File: config.mk
export PLATFORM = sky130hd
export DESIGN_NAME = axis_packet_arbiter
export DESIGN_NICKNAME = d
export VERILOG_FILES = /design/src/rtl/axis_packet_arbiter.sv
export SDC_FILE = /design/constraint.sdc
export NUM_CORES = 1
export LEC_CHECK = 0
export BUFFER_PORTS_ARGS = -buffer_cell sky130_fd_sc_hd__buf_2
export CELL_PAD_IN_SITES_DETAIL_PLACEMENT = 2
export CELL_PAD_IN_SITES_GLOBAL_PLACEMENT = 2
export CORE_MARGIN = 8
export CORE_UTILIZATION = 17
export CTS_CLUSTER_DIAMETER = 60
export CTS_CLUSTER_SIZE = 16
export DETAILED_ROUTE_END_ITERATION = 8
export PLACE_DENSITY = 0.87
export SLEW_MARGIN = 30
export SYNTH_ARGS = -nofsm -noshare
export SYNTH_HDL_FRONTEND = slang
export SYNTH_SLANG_ARGS = --single-unit
File: constraint.sdc
create_clock -name clk -period 1.7 [get_ports clk]
set_input_delay 0.17 -clock clk [delete_from_list [all_inputs] [get_ports clk]]
set_output_delay 0.17 -clock clk [all_outputs]
set_load 0.02 [all_outputs]
File: src/rtl/axis_packet_arbiter.sv
`timescale 1ns/1ps
`default_nettype none
// ============================================================================
//  Module      : axis_packet_arbiter
//  Description : Packet-granular round-robin arbiter that shares one
//                AXI4-Stream output between NUM_INPUTS stream sources.
//                A grant is held from the first beat to the tlast beat so
//                packets are never interleaved. Reports the current grant
//                and a wrapping count of forwarded packets.
//  Revision    : 1.0 - initial release
// ============================================================================
module axis_packet_arbiter #(
    parameter int NUM_INPUTS = 4,
    parameter int DATA_WIDTH = 32,
    parameter int KEEP_WIDTH = (DATA_WIDTH + 7) / 8,
    parameter int IDX_WIDTH  = $clog2(NUM_INPUTS)
) (
    input  logic                             clk,
    input  logic                             reset,
    input  logic [NUM_INPUTS-1:0]            in_valid,
    output logic [NUM_INPUTS-1:0]            in_ready,
    input  logic [NUM_INPUTS*DATA_WIDTH-1:0] in_data,
    input  logic [NUM_INPUTS-1:0]            in_last,
    input  logic [NUM_INPUTS*KEEP_WIDTH-1:0] in_keep,
    output logic                             out_valid,
    input  logic                             out_ready,
    output logic [DATA_WIDTH-1:0]            out_data,
    output logic                             out_last,
    output logic [KEEP_WIDTH-1:0]            out_keep,
    output logic                             grant_valid,
    output logic [IDX_WIDTH-1:0]             grant_idx,
    output logic [15:0]                      pkt_count
);

    // Highest input index; loaded into the last-grant register at reset so
    // the first search starts at input 0.
    localparam logic [IDX_WIDTH-1:0] c_last_idx = IDX_WIDTH'(NUM_INPUTS - 1);

    typedef enum logic [0:0] {
        S_IDLE = 1'b0,
        S_PASS = 1'b1
    } state_t;

    state_t                  r_state;
    state_t                  w_state_next;
    logic [IDX_WIDTH-1:0]    r_grant_idx;
    logic [IDX_WIDTH-1:0]    w_grant_next;
    logic [IDX_WIDTH-1:0]    r_last_grant;
    logic [IDX_WIDTH-1:0]    w_last_next;
    logic [15:0]             r_pkt_count;
    logic [15:0]             w_count_next;

    logic                    w_any_req;
    logic [IDX_WIDTH-1:0]    w_arb_idx;
    logic [IDX_WIDTH-1:0]    w_cand;

    logic                    w_sel_valid;
    logic [DATA_WIDTH-1:0]   w_sel_data;
    logic [KEEP_WIDTH-1:0]   w_sel_keep;
    logic                    w_sel_last;

    logic                    w_pass;
    logic                    w_fire;
    logic [NUM_INPUTS-1:0]   w_in_ready;

    // Round-robin search: walk from the farthest offset down to offset 1 so
    // the requester closest after the last grant is the one that sticks.
    always_comb begin
        w_any_req = 1'b0;
        w_arb_idx = '0;
        w_cand    = '0;
        for (int off = NUM_INPUTS; off >= 1; off--) begin
            w_cand = IDX_WIDTH'((int'(r_last_grant) + off) % NUM_INPUTS);
            if (in_valid[w_cand]) begin
                w_any_req = 1'b1;
                w_arb_idx = w_cand;
            end
        end
    end

    // Select the stream fields of the currently granted input.
    always_comb begin
        w_sel_valid = 1'b0;
        w_sel_data  = '0;
        w_sel_keep  = '0;
        w_sel_last  = 1'b0;
        for (int i = 0; i < NUM_INPUTS; i++) begin
            if (r_grant_idx == IDX_WIDTH'(i)) begin
                w_sel_valid = in_valid[i];
                w_sel_data  = in_data[i*DATA_WIDTH +: DATA_WIDTH];
                w_sel_keep  = in_keep[i*KEEP_WIDTH +: KEEP_WIDTH];
                w_sel_last  = in_last[i];
            end
        end
    end

    // Pass-through is live only in PASS and never while reset is held, so a
    // packet interrupted by reset cannot move another beat.
    assign w_pass = (r_state == S_PASS) && !reset;
    assign w_fire = w_pass && w_sel_valid && out_ready;

    // Only the granted input sees tready, and it is driven from out_ready
    // alone; in_valid never feeds in_ready.
    always_comb begin
        w_in_ready = '0;
        for (int i = 0; i < NUM_INPUTS; i++) begin
            if (w_pass && (r_grant_idx == IDX_WIDTH'(i))) begin
                w_in_ready[i] = out_ready;
            end
        end
    end

    assign in_ready    = w_in_ready;
    assign out_valid   = w_pass && w_sel_valid;
    assign out_data    = w_pass ? w_sel_data : '0;
    assign out_keep    = w_pass ? w_sel_keep : '0;
    assign out_last    = w_pass && w_sel_last;
    assign grant_valid = w_pass;
    assign grant_idx   = r_grant_idx;
    assign pkt_count   = r_pkt_count;

    // Next-state logic: arbitrate in IDLE, release the grant on a tlast handshake.
    always_comb begin
        w_state_next = r_state;
        w_grant_next = r_grant_idx;
        w_last_next  = r_last_grant;
        w_count_next = r_pkt_count;
        case (r_state)
            S_IDLE: begin
                if (w_any_req) begin
                    w_grant_next = w_arb_idx;
                    w_state_next = S_PASS;
                end
            end
            S_PASS: begin
                if (w_fire && w_sel_last) begin
                    w_count_next = r_pkt_count + 16'd1;
                    w_last_next  = r_grant_idx;
                    w_state_next = S_IDLE;
                end
            end
            default: begin
                w_state_next = S_IDLE;
            end
        endcase
    end

    // State and grant registers with synchronous reset.
    always_ff @(posedge clk) begin
        if (reset) begin
            r_state      <= S_IDLE;
            r_grant_idx  <= '0;
            r_last_grant <= c_last_idx;
            r_pkt_count  <= '0;
        end else begin
            r_state      <= w_state_next;
            r_grant_idx  <= w_grant_next;
            r_last_grant <= w_last_next;
            r_pkt_count  <= w_count_next;
        end
    end

endmodule
`default_nettype wire
# After elaboration in Yosys (flattened, before gate mapping)
# Index checks and enable logic that the tools add are counted.
# Widths: inputs -> output; s select.
# classes
add_sub_neg,5
n_lt_le_gt_ge,4
n_eq_ne,3
n_mux,41
bitwise_logic,1
reduce_logical,13
# ops
cell,count
$mux 32,5
$mux 1,22
$mux 4,5
$add 16x1->16 const B,1
$lt 2x3->1 const B,4
$logic_and 1x1->1,9
$bmux 1 s2,4
$mux 2,4
$add 2x1->2 const B,2
$add 2x2->2 const B,2
$eq 2x2->1 const B,2
$reduce_and 2->1,2
$eq 2x1->1 const B,1
$logic_not 2->1,1
$pmux 1 s2,1
$logic_not 1->1,1
$not 1->1,1
# totals
register_bits,21
output_inout_bits,61

# Logic depth before layout (Yosys ltp)
# depth
depth_word,10
mapped_depth,7
ltp_nobuf,4

# Least setup slack after synthesis
# Ideal clock, no wire load.
# synth_timing
kind,register -> output
from,register r_grant_idx[0] (netlist: grant_idx[0])
to,output out_data[30]
arrival_time_ps,1732
required_ps,1530
slack_ps,-202
stages_incl_launch_ff,5
path_buffers,2
cell_sequence,dfxtp_1 -> buf_6 -> clkbuf_1 -> mux4_2 -> and2_1
# synth_via
elab_chain_cells,6
# synth_lines
element,line_no,text
from (decl),46,logic [IDX_WIDTH-1:0] r_grant_idx;
from (signal assigned),157,r_grant_idx <= w_grant_next;
$logic_not 2->1,88,if (r_grant_idx == IDX_WIDTH'(i)) begin
$mux 32 (3 in a row),88,
$mux 32 *,88,
$mux 32 *,115,assign out_data = w_pass ? w_sel_data : '0;
to (decl),27,"output logic [DATA_WIDTH-1:0] out_data,"
# Mark *: on every way between the ends. The rest lies on a longest branch, timed or not.

# Worst setup path after layout
# layout_timing
from,register r_grant_idx[0] (netlist: grant_idx[0])
to,output out_valid
# layout_via
elab_chain_cells,6
# layout_lines
element,line_no,text
$logic_not 2->1,88,
$mux 1 (3 in a row),88,
$mux 1 *,88,
$logic_and 1x1->1 *,114,assign out_valid = w_pass && w_sel_valid;
to (decl),25,"output logic out_valid,"
# Marks and branches as above.

==> impl_metrics.py <==
metrics = {
    "worst_setup_path": {
        "critPathMostFrequentCell": "sky130_fd_sc_hd__buf_6",
        "critPathArrivalTime_ns": 1.74,
        "cp-start-kind": "flop",
        "reg2regPathDepth": 7,
        "worstSetupEndpointType": "primary output",
        "timing.critical_path.cells": "buf_6, mux4_2, buf_4, and2_1, buf_6",
        "critical_path_required_ns": 1.53,
        "crit_fanout": 4,
        "critical-path-max-stage-delay_ns": 0.53,
        "path_type_of_the_worst_setup_path": "reg2out",
        "worst_path_max_delay_cell": "sky130_fd_sc_hd__mux4_2",
    },
    "logic_synthesis": {
        "synth_top_area_cell": "sky130_fd_sc_hd__mux4_2",
        "post_synth_instance_area_mm2": 0.00222,
        "ys_async_rst_share_pct": 0,
        "synth_top_area_share_pct": 38.6,
        "synth_edf_count": 0,
        "synth.avg_cell_area_um2": 10.1,
        "synthesis.instances": 219,
        "ys_ff_latch": 21,
        "synth_top_flop_cell": "sky130_fd_sc_hd__dfxtp_1",
        "synth_nets": 375,
        "synth-warning-count": 0,
        "post_synth_main_area_contributors": "sky130_fd_sc_hd__mux4_2 39%, sky130_fd_sc_hd__dfxtp_1 19%, sky130_fd_sc_hd__and2_1 11%, sky130_fd_sc_hd__a21oi_1 3.8%, sky130_fd_sc_hd__o31ai_1 3.0%",
        "synth.yosys.seq_area_share_pct": 19.0,
        "synth_cell_type_count": 34,
    },
    "run_status": {
        "run_status": "complete, but fails checks",
        "violated_checks": "setup timing",
    },
    "timing": {
        "number_of_failing_hold_endpoints_at_the_final_stage": 0,
        "finClkSkew_ns": 0.00333,
        "pnr_worst_setup_slack_ns": -0.211,
        "timing.hold.ws_ns": 0.252,
        "final_min_period_over_clock_period_pct": 112,
        "setup-violations-final": 55,
        "slew_headroom_pct": 69.5,
        "timing.fmax_mhz": 523,
        "period_minus_slack_ns": 1.91,
        "worst_slew_pin_slew_ns": 0.453,
        "unrepaired_setup_endpoints_after_global_routing": "true",
        "report.final.slew_viol_count": 0,
        "setup_tns_ns": -7.78,
    },
    "routing": {
        "drt_iter0_drc": 97,
        "postRouteWirelength_mm": 16.2,
        "postRouteAntennaNets": 0,
        "detail_route.drc_violations": 0,
        "route.vias.total": 3046,
        "post_drt_wl_per_cell_um": 25.2,
        "vias_per_cell": 4.74,
        "first_pass_iters": 4,
    },
    "placement": {
        "placed_standard_cell_area_mm2": 0.00375,
        "placed_cells_incl_taps": 619,
        "finalWeightedCongestion": 0.964,
        "port_buf_inserts": 215,
        "dp_slack_ns": -0.119,
        "dp.final_hpwl_mm": 12.7,
    },
    "power": {
        "total_leakage_power_uw": 0.00205,
        "worst_ir_drop_vdd_mv": 0.304,
        "pwr_density_cell_mw_per_mm2": 467,
    },
    "layout": {
        "post-route-cell-area_mm2": 0.00452,
        "area.growth.synth_to_final_pct": 104,
        "layout.cells.non_filler": 643,
        "final_common_cell": "sky130_fd_sc_hd__buf_2",
        "mostFrequentLayoutCells": "175 x sky130_fd_sc_hd__buf_2, 52 x sky130_fd_sc_hd__buf_6, 38 x sky130_fd_sc_hd__mux4_2",
        "filler_cells_inserted": 1411,
        "layout-drive-gt1-share_pct": 77.9,
        "finalNetCount": 624,
    },
    "floorplanning": {
        "start_util_pct": 17.5,
        "placement_rows": 41,
        "dieWidth_um": 130,
        "floorplan.core_area_mm2": 0.0127,
        "die-height_um": 130,
        "fp.dieArea_mm2": 0.0169,
        "ioPinCount": 216,
    },
    "global_routing": {
        "grt_max_degree": 38,
        "grt_antenna_before_repair": 4,
        "first_global_vias": 3503,
        "wire_length_of_the_first_global_routing_pass_mm": 22.2,
        "grt_use_total_pct": 17.5,
        "global_route.overflow_total": 0,
    },
    "clock_network": {
        "worst_skew_pair.late_latency_ns": 0.26,
        "tritoncts": "built",
        "hold_buffers": 0,
        "cts_root_buffer": "sky130_fd_sc_hd__clkbuf_16",
        "h_tree_lvls": 1,
        "cts_inserted_buffers": 3,
        "cts_max_path_buffers": 2,
        "cts.sink_count": 21,
        "clk_pin_slew_ns": 0.06,
    },
    "run": {
        "maxCapViolations": 0,
    },
    "worst_hold_path": {
        "min_path_cells": 3,
        "holdCritPathClass": "in2reg",
    },
}
-- worst max-delay path, delay by kind of cell (launching register included) --
family / cells / cell delay (ns)
simple gates: 1 / 0.16
mux: 1 / 0.53
buf+inv: 3 / 0.41
flops: 1 / 0.38
-- power by group --
part	internal (uW)	switching, uW	leakage [uW]	total [uW]
clock network	320	198	0.0000382	519
logic	637	441	0.00185	1080
registers	502	12.8	0.000171	514
total	1460	652	0.00205	2110
-- Yosys cell counts, drive strengths merged, types with 3 or more instances --
cell    count
o21ai       7
or4         8
dfxtp      21
and3        3
nand2      12
nor2b       3
o31ai       9
mux4       38
nor2        9
and4        3
nand4       3
buf        10
or3         4
clkbuf      9
a21oi      17
nand3       7
and2       38
-- timing repair --
item                                    4_1_cts  5_1_grt
resized for setup                           132       22
cloned                                        2        1
buffers inserted                             10        3
pin swaps                                    39       13
endpoints found under the setup margin       48       59
-- sequential cells by signal (all words and copies together), names as in the netlist --
register	flops
r_last_grant	2
grant_idx	2
r_state	1
pkt_count	16
-- per-layer routing --
layer | track usage, % | wire length, um | vias up
li1 | - | - | 1360
met1 | 18.0 | 5590 | 1531
met2 | 34.0 | 9120 | 130
met3 | 3.79 | 1160 | 25
met4 | 6.15 | 370 | 0
met5 | 0 | 0 | -
-- area by class of cell --
type | count | area [um2] | area share (%)
inverter | 2 | 7.51 | 0.166
timing repair buffer | 263 | 1900 | 42.1
tap | 172 | 215 | 4.76
sequential | 21 | 427 | 9.44
multi-input combinational | 177 | 1880 | 41.6
clock buffer | 4 | 78.8 | 1.74
antenna | 4 | 10.0 | 0.222
-- final timing paths --
kind | startpoint | to | slack, ns
worst max-delay path | grant_idx[0] | out_valid | -0.21
worst min-delay path | in_valid[0] | grant_idx[0] | 0.25
worst max register to register | grant_idx[0] | pkt_count[8] | -0.19
worst min register to register | pkt_count[8] | pkt_count[8] | 0.52
-- cell families (layout without fill, tap and decap cells) --
logic type / count (synthesis) / in the layout / share of synthesized area, %
AO/OA/AOI/OAI: 38 / 38 / 10.3
XOR/XNOR: 1 / 1 / 0.395
adder cells (fa/ha/maj): 1 / 1 / 0.565
buffers and inverters: 21 / 269 / 4.57
flip-flops: 21 / 21 / 19.0
multiplexers: 40 / 40 / 39.5
other: 0 / 4 / 0
AND/OR/NAND/NOR: 97 / 97 / 25.7
-- stage by stage --
stage	total power (uW)	utilization [%]
2_1_floorplan	948	-
3_3_place_gp	1320	29.6
3_5_place_dp	1360	29.6
4_1_cts	2070	34.5
5_1_grt	2200	35.7
6_report	2110	35.7
Note: power is estimated with default switching activity, not from simulation.
